## src/rtl/aeses_ctrl_pkg.sv

```systemverilog
// Shared types and constants for the AESES UART command sequencer.
package aeses_ctrl_pkg;

  typedef enum logic [2:0] {
    IDLE, KEY_RX, KEY_EXP, BLK_RX, CORE_RUN, TX_OUT
  } state_e;

  // Control byte fields: [7]=K, [6:5]=mode, [4]=GO, [3]=ENC, [2:0] reserved
  localparam int CB_K       = 7;
  localparam int CB_MODE_HI = 6;
  localparam int CB_MODE_LO = 5;
  localparam int CB_GO      = 4;
  localparam int CB_ENC     = 3;

  localparam int KEY_BYTES = 32;
  localparam int BLK_BYTES = 16;

  localparam logic [1:0] MODE_128 = 2'd0;
  localparam logic [1:0] MODE_192 = 2'd1;
  localparam logic [1:0] MODE_256 = 2'd2;

  function automatic logic mode_ok(input logic [1:0] m);
    return (m == MODE_128) || (m == MODE_192) || (m == MODE_256);
  endfunction

  // Number of significant key bytes; a reserved mode keeps all 32 (it never reaches the core).
  function automatic logic [5:0] key_len(input logic [1:0] m);
    case (m)
      MODE_128: return 6'd16;
      MODE_192: return 6'd24;
      default:  return 6'd32;
    endcase
  endfunction

endpackage

```

## src/rtl/aeses_byte_shreg.sv

```systemverilog
// Byte-wide shift register, MSB-first shift-in, with clear and parallel load.
// OUT_BYTES selects how many top bytes are exposed on q.
module aeses_byte_shreg #(
  parameter int N_BYTES   = 16,
  parameter int OUT_BYTES = N_BYTES
) (
  input  logic                   clk,
  input  logic                   rst,
  input  logic                   clr,
  input  logic                   load,
  input  logic                   shift,
  input  logic [7:0]             din,
  input  logic [N_BYTES*8-1:0]   ld_data,
  output logic [OUT_BYTES*8-1:0] q
);

  localparam int W = N_BYTES * 8;

  logic [W-1:0] q_q, q_d;

  always_comb begin
    q_d = q_q;
    if (clr)        q_d = '0;
    else if (load)  q_d = ld_data;
    else if (shift) q_d = {q_q[W-9:0], din};
  end

  always_ff @(posedge clk) begin
    if (!rst) q_q <= '0;
    else      q_q <= q_d;
  end

  assign q = q_q[W-1 -: OUT_BYTES*8];

endmodule

```

## src/rtl/aeses_uart_cmd_ctrl.sv

```systemverilog
// Command sequencer between the UART byte link and the AESES core.
// Optional inter-byte RX timeout enabled by defining AESES_CTRL_TIMEOUT_EN.
module aeses_uart_cmd_ctrl
  import aeses_ctrl_pkg::*;
#(
  parameter int TIMEOUT_CYC = 2_000_000
) (
  input  logic         clk,
  input  logic         rst,
  input  logic [7:0]   rx_data,
  input  logic         rx_valid,
  output logic [7:0]   tx_data,
  output logic         tx_valid,
  input  logic         tx_ready,
  output logic [255:0] core_key,
  output logic [1:0]   core_mode,
  output logic         core_key_go,
  input  logic         core_key_rdy,
  output logic [127:0] core_blk,
  output logic         core_enc,
  output logic         core_go,
  input  logic         core_done,
  input  logic [127:0] core_res,
  output logic         busy,
  output logic         err
);

  state_e     state_q, state_d;
  logic [4:0] cnt_q, cnt_d;
  logic [1:0] key_mode_q, key_mode_d, op_mode_q, op_mode_d;
  logic       enc_q, enc_d, key_valid_q, key_valid_d, err_q, err_d;
  logic       key_go_q, key_go_d, go_q, go_d;

  logic         key_clr, key_shift, blk_clr, blk_shift, res_load, res_shift;
  logic [7:0]   key_din;
  logic [127:0] res_ld;
  logic         tmo_hit;

  // Bytes past the key length are shifted in as zero so the unused LSBs read 0.
  assign key_din = ({1'b0, cnt_q} < key_len(key_mode_q)) ? rx_data : 8'h00;

  aeses_byte_shreg #(.N_BYTES(KEY_BYTES)) u_key (
    .clk, .rst, .clr(key_clr), .load(1'b0), .shift(key_shift),
    .din(key_din), .ld_data('0), .q(core_key));

  aeses_byte_shreg #(.N_BYTES(BLK_BYTES)) u_blk (
    .clk, .rst, .clr(blk_clr), .load(1'b0), .shift(blk_shift),
    .din(rx_data), .ld_data('0), .q(core_blk));

  aeses_byte_shreg #(.N_BYTES(BLK_BYTES), .OUT_BYTES(1)) u_res (
    .clk, .rst, .clr(1'b0), .load(res_load), .shift(res_shift),
    .din(8'h00), .ld_data(res_ld), .q(tx_data));

`ifdef AESES_CTRL_TIMEOUT_EN
  localparam int TMO_W = $clog2(TIMEOUT_CYC + 1);
  logic [TMO_W-1:0] tmo_q, tmo_d;
  logic             in_rx;

  assign in_rx   = (state_q == KEY_RX) || (state_q == BLK_RX);
  assign tmo_hit = in_rx && !rx_valid && (tmo_q == TMO_W'(TIMEOUT_CYC - 1));

  always_comb begin
    tmo_d = '0;
    if (in_rx && !rx_valid && !tmo_hit) tmo_d = tmo_q + 1'b1;
  end

  always_ff @(posedge clk) begin
    if (!rst) tmo_q <= '0;
    else      tmo_q <= tmo_d;
  end
`else
  logic unused_tmo_cfg;
  assign unused_tmo_cfg = (TIMEOUT_CYC > 0);
  assign tmo_hit        = 1'b0;
`endif

  always_comb begin
    state_d     = state_q;
    cnt_d       = cnt_q;
    key_mode_d  = key_mode_q;
    op_mode_d   = op_mode_q;
    enc_d       = enc_q;
    key_valid_d = key_valid_q;
    err_d       = err_q;
    key_go_d    = 1'b0;
    go_d        = 1'b0;
    key_clr     = 1'b0;
    key_shift   = 1'b0;
    blk_clr     = 1'b0;
    blk_shift   = 1'b0;
    res_load    = 1'b0;
    res_shift   = 1'b0;
    res_ld      = core_res;

    case (state_q)
      IDLE: if (rx_valid) begin
        if (rx_data[CB_K]) begin
          key_mode_d  = rx_data[CB_MODE_HI:CB_MODE_LO];
          key_valid_d = 1'b0;
          key_clr     = 1'b1;
          cnt_d       = '0;
          state_d     = KEY_RX;
          if (!mode_ok(rx_data[CB_MODE_HI:CB_MODE_LO])) err_d = 1'b1;
        end else if (rx_data[CB_GO]) begin
          op_mode_d = rx_data[CB_MODE_HI:CB_MODE_LO];
          enc_d     = rx_data[CB_ENC];
          blk_clr   = 1'b1;
          cnt_d     = '0;
          state_d   = BLK_RX;
          if (!mode_ok(rx_data[CB_MODE_HI:CB_MODE_LO])) err_d = 1'b1;
        end
      end
      KEY_RX: if (rx_valid) begin
        key_shift = 1'b1;
        cnt_d     = cnt_q + 5'd1;
        if (cnt_q == 5'(KEY_BYTES - 1)) begin
          cnt_d = '0;
          if (mode_ok(key_mode_q)) begin
            key_go_d = 1'b1;
            state_d  = KEY_EXP;
          end else begin
            state_d = IDLE;
          end
        end
      end
      KEY_EXP: begin
        if (rx_valid) err_d = 1'b1;
        // core_key_rdy may still be high from a previous key during the go cycle.
        if (!key_go_q && core_key_rdy) begin
          key_valid_d = 1'b1;
          state_d     = IDLE;
        end
      end
      BLK_RX: if (rx_valid) begin
        blk_shift = 1'b1;
        cnt_d     = cnt_q + 5'd1;
        if (cnt_q == 5'(BLK_BYTES - 1)) begin
          cnt_d = '0;
          if (key_valid_q && (op_mode_q == key_mode_q)) begin
            go_d    = 1'b1;
            state_d = CORE_RUN;
          end else begin
            err_d    = 1'b1;
            res_load = 1'b1;
            res_ld   = '0;
            state_d  = TX_OUT;
          end
        end
      end
      CORE_RUN: begin
        if (rx_valid) err_d = 1'b1;
        if (core_done) begin
          res_load = 1'b1;
          state_d  = TX_OUT;
        end
      end
      TX_OUT: begin
        if (rx_valid) err_d = 1'b1;
        if (tx_ready) begin
          res_shift = 1'b1;
          cnt_d     = cnt_q + 5'd1;
          if (cnt_q == 5'(BLK_BYTES - 1)) begin
            cnt_d   = '0;
            state_d = IDLE;
          end
        end
      end
      default: state_d = IDLE;
    endcase

    if (tmo_hit) begin
      err_d   = 1'b1;
      cnt_d   = '0;
      state_d = IDLE;
      key_clr = (state_q == KEY_RX);
      blk_clr = (state_q == BLK_RX);
    end
  end

  always_ff @(posedge clk) begin
    if (!rst) begin
      state_q     <= IDLE;
      cnt_q       <= '0;
      key_mode_q  <= '0;
      op_mode_q   <= '0;
      enc_q       <= 1'b0;
      key_valid_q <= 1'b0;
      err_q       <= 1'b0;
      key_go_q    <= 1'b0;
      go_q        <= 1'b0;
    end else begin
      state_q     <= state_d;
      cnt_q       <= cnt_d;
      key_mode_q  <= key_mode_d;
      op_mode_q   <= op_mode_d;
      enc_q       <= enc_d;
      key_valid_q <= key_valid_d;
      err_q       <= err_d;
      key_go_q    <= key_go_d;
      go_q        <= go_d;
    end
  end

  assign tx_valid    = (state_q == TX_OUT);
  assign busy        = (state_q != IDLE);
  assign err         = err_q;
  assign core_key_go = key_go_q;
  assign core_go     = go_q;
  assign core_enc    = enc_q;
  assign core_mode   = key_mode_q;

endmodule

```

## config.mk

```make
export PLATFORM = sky130hd
export DESIGN_NAME = aeses_uart_cmd_ctrl
export DESIGN_NICKNAME = d
export VERILOG_FILES = /design/src/rtl/aeses_ctrl_pkg.sv /design/src/rtl/aeses_byte_shreg.sv /design/src/rtl/aeses_uart_cmd_ctrl.sv
export SDC_FILE = /design/constraint.sdc
export NUM_CORES = 1
export LEC_CHECK = 0
export CAP_MARGIN = 5
export CORE_MARGIN = 2
export CORE_UTILIZATION = 44
export DETAILED_ROUTE_END_ITERATION = 16
export PLACE_DENSITY = 0.77
export SYNTH_ARGS = -nofsm -noshare
export SYNTH_HDL_FRONTEND = slang
export SYNTH_SLANG_ARGS = --single-unit
```

## constraint.sdc

```tcl
create_clock -name clk -period 2.2 [get_ports clk]
set_input_delay 0.44 -clock clk [delete_from_list [all_inputs] [get_ports clk]]
set_output_delay 0.44 -clock clk [all_outputs]
set_load 0.01 [all_outputs]
```

==> summary.txt <==
Power
  • Leak: 10.01 nW
  • VDD IR-drop max: approximately 700 uV
  • Pwr Total: around 22 mW
  • PwrDens: 768.6 nW/um^2

Min path
  • WHS Path Cells: 3
  • Hold Path Class: in2reg

Timing
  • Final WS setup: 91.37 ps
  • Final period util: between 90 and 100%
  • Least-Margin Pin Slew: 490.3 ps
  • Max frequency: around 470 MHz
  • Hold Worst Slack: 240.0 ps
  • Final min period: 2109 ps
  • Max-slew violation count: 0
  • Slew Limit Headroom: roughly two thirds
  • TNS Setup: 0 ps
  • Hold Violations, Final: 0
  • Clock Skew: ~26 ps
  • Setup violators final: 0

Critical path
  • Worst R2R Path Depth: 7
  • CP Max Fanout: 9
  • CP Data Required Time: around 1800 ps
  • Worst Path Arrival: ~1700 ps
  • Critical path endpoint category: primary output
  • CP Launch Type: flop
  • Worst setup path class: reg2out

Final layout
  • Final cell count without fillers: around 3500
  • Final #Nets: between 2000 and 3000
  • Fraction of layout cells with a size suffix above 1: roughly 6.5%
  • Final instance area: roughly 28000 um^2
  • Fillcell total: roughly 3600
  • Area grow syn2layout: 40.88%
  • Core Util, Final: 63.09%

Route
  • DR iter-0 viols: about 1500
  • Vias: 18780
  • Wire length per cell: 18.37 um
  • ANT nets after route: 0
  • Final WL: around 64000 um
  • Post-route DRC: 0
  • DR vias/cell: 5.394
  • 1st-pass router iterations: 7

CTS
  • CTS tree: done
  • Cts hold-fix bufs: 0
  • CTS sink cnt: roughly 530
  • Postcts setup bufs: 0
  • Clock slew at reported path FFs: ~60 ps
  • Clock Latency Late Sink: ~600 ps
  • H-tree levels: 2
  • Clk buf depth: 3
  • CTS root buf: clkbuf_16
  • Cts bufs inserted: 53

Floorplanning
  • Die area: 47020 um^2
  • Core Area: 44510 um^2
  • Starting density of the core: about 45%
  • Die H: 216.8 um
  • Die Wd: ~220 um
  • Io pins: 542
  • FP Rows: between 70 and 80

Placement
  • Port-buffer cells: between 500 and 600
  • Place WS: 17.46 ps
  • Routability cong.: just over 0.9
  • Placed cell area: about 26000 um^2
  • DP Cell Count: around 3400
  • DP Wirelength: 45170 um

Logic synthesis
  • Cells after Synth: ~2400
  • Flops & latches, synth: about 530
  • Post-synth EDFFs: 0
  • Syn avg cell area: about 8.4 um^2
  • Fraction of registers with async set/reset: 0%
  • Yosys Warn Count: 0
  • Distinct cells, synth: 53
  • Area of the mapped netlist: ~20000 um^2
  • Post-synth net total: ~2500
  • Sequential cell area fraction in the yosys report: 53.13%
  • Top_reg_cell synth: dfxtp_1

Run status
  • Outcome: finished clean

Global route
  • GRT overflow: 0
  • Initial antenna violation count: 10
  • Vias in the first global route: approximately 18000
  • Global-route wire length before repair: 97810 um
  • Total track usage: 25.88%
  • Largest net degree at the start of global routing: slightly below 100

Flow run
  • Max-Cap Viols: 0
==> worst max-delay path: stages (launching register included) <==
cell,delay [ps]
dfxtp_4,420
nor2b_1,170
and2_1,140
dlygate4sd2_1,350
==> state kept, by name, summed over array words and instances (netlist names) <==
register     cells
core_enc         1
err              1
u_res.q_q      128
u_blk.q        128
core_key_go      1
key_valid_q      1
state_q          3
core_go          1
cnt_q            5
core_mode        2
u_key.q        256
op_mode_q        2
==> logic make-up after synthesis <==
kind of cell	after synthesis	share of synthesized area, %
AOI/OAI and AO/OA	659	20.94
adders and majority gates	4	0.2511
and+or+nand+nor	951	20.08
xor gates and xnor gates	2	0.08790
buffers and inverters	224	5.047
DFF	529	53.13
muxes	9	0.4645
==> path summary, 6_finish.rpt <==
| kind | slack [ps] | endpoint | start |
|---|---|---|---|
| max | 90 | tx_valid | state_q[2] |
| min reg2reg | 460 | u_key.q[28] | u_key.q[20] |
| min | 240 | state_q[1] | rst |
| max reg2reg | 100 | state_q[0] | cnt_q[0] |
==> cell usage in the layout, fill, tap and decap left out, types with 9 or more instances in the layout <==
| master | Yosys | final |
|---|---|---|
| clkbuf_1 | 102 | 13 |
| buf_12 | 0 | 39 |
| clkdlybuf4s50_1 | 0 | 536 |
| inv_1 | 10 | 10 |
| dfxtp_1 | 529 | 524 |
| a22o_1 | 119 | 119 |
| nand2_1 | 762 | 759 |
| and3_1 | 121 | 119 |
| o21a_1 | 119 | 119 |
| clkbuf_8 | 0 | 15 |
| buf_4 | 9 | 41 |
| diode_2 | 0 | 9 |
| a22oi_1 | 9 | 9 |
| a21oi_1 | 381 | 381 |
| nor2_1 | 26 | 26 |
| clkbuf_16 | 0 | 55 |
==> routing by layer <==
layer,wire length [um],part of all wire (%),vias to the layer above,global-route usage [%]
met3,4999,7.8,165,6.010
met4,3387,5.3,2,14.06
met2,30390,47,757,43.30
met5,12,0.019,-,0
li1,-,-,8986,-
met1,25190,39,8873,30.82
==> cells in the mapped netlist, drive strengths merged, types with 2 or more instances <==
library cell,count,area share [%]
nor4b,2,0.088
o22ai,4,0.13
a2111oi,2,0.094
buf,112,2.9
o21a,119,4.5
nor3,5,0.13
a22oi,9,0.34
inv,10,0.19
nand2,762,14
a22o,119,5.2
or2,3,0.094
nand3,5,0.13
nor2,26,0.49
mux2,2,0.11
and3,121,3.8
a32oi,8,0.35
ha,4,0.25
o21ai,2,0.050
a211oi,2,0.075
nor2b,6,0.19
nand2b,5,0.16
dfxtp,529,53
mux2i,7,0.35
nand4,4,0.13
nand4b,2,0.088
a21oi,381,9.6
xor2,2,0.088
a31oi,3,0.094
clkbuf,102,1.9
and4b,2,0.10
==> what timing repair did <==
action                                  in CTS  in global routing
gates resized for setup                     10                  7
endpoints found under the setup margin       5                  5
gates cloned                                 0                  0
==> final cells by class <==
| class | count | area [um^2] | area share [%] |
|---|---|---|---|
| repair buffers | 620 | 6489 | 23.11 |
| multi-input cells | 1625 | 8422 | 29.99 |
| clock inverters | 14 | 137.6 | 0.4901 |
| clock buffers | 83 | 1632 | 5.810 |
| well taps | 592 | 740.7 | 2.638 |
| diodes | 9 | 22.52 | 0.08020 |
| inverters | 10 | 37.54 | 0.1337 |
| flip-flops and latches | 529 | 10600 | 37.75 |
==> power by group <==
part           internal [mW]  switching (mW)
registers               9.65           0.113
clock network           5.32            3.76
logic                   1.04            1.70
(Power assumes the default switching activity.)
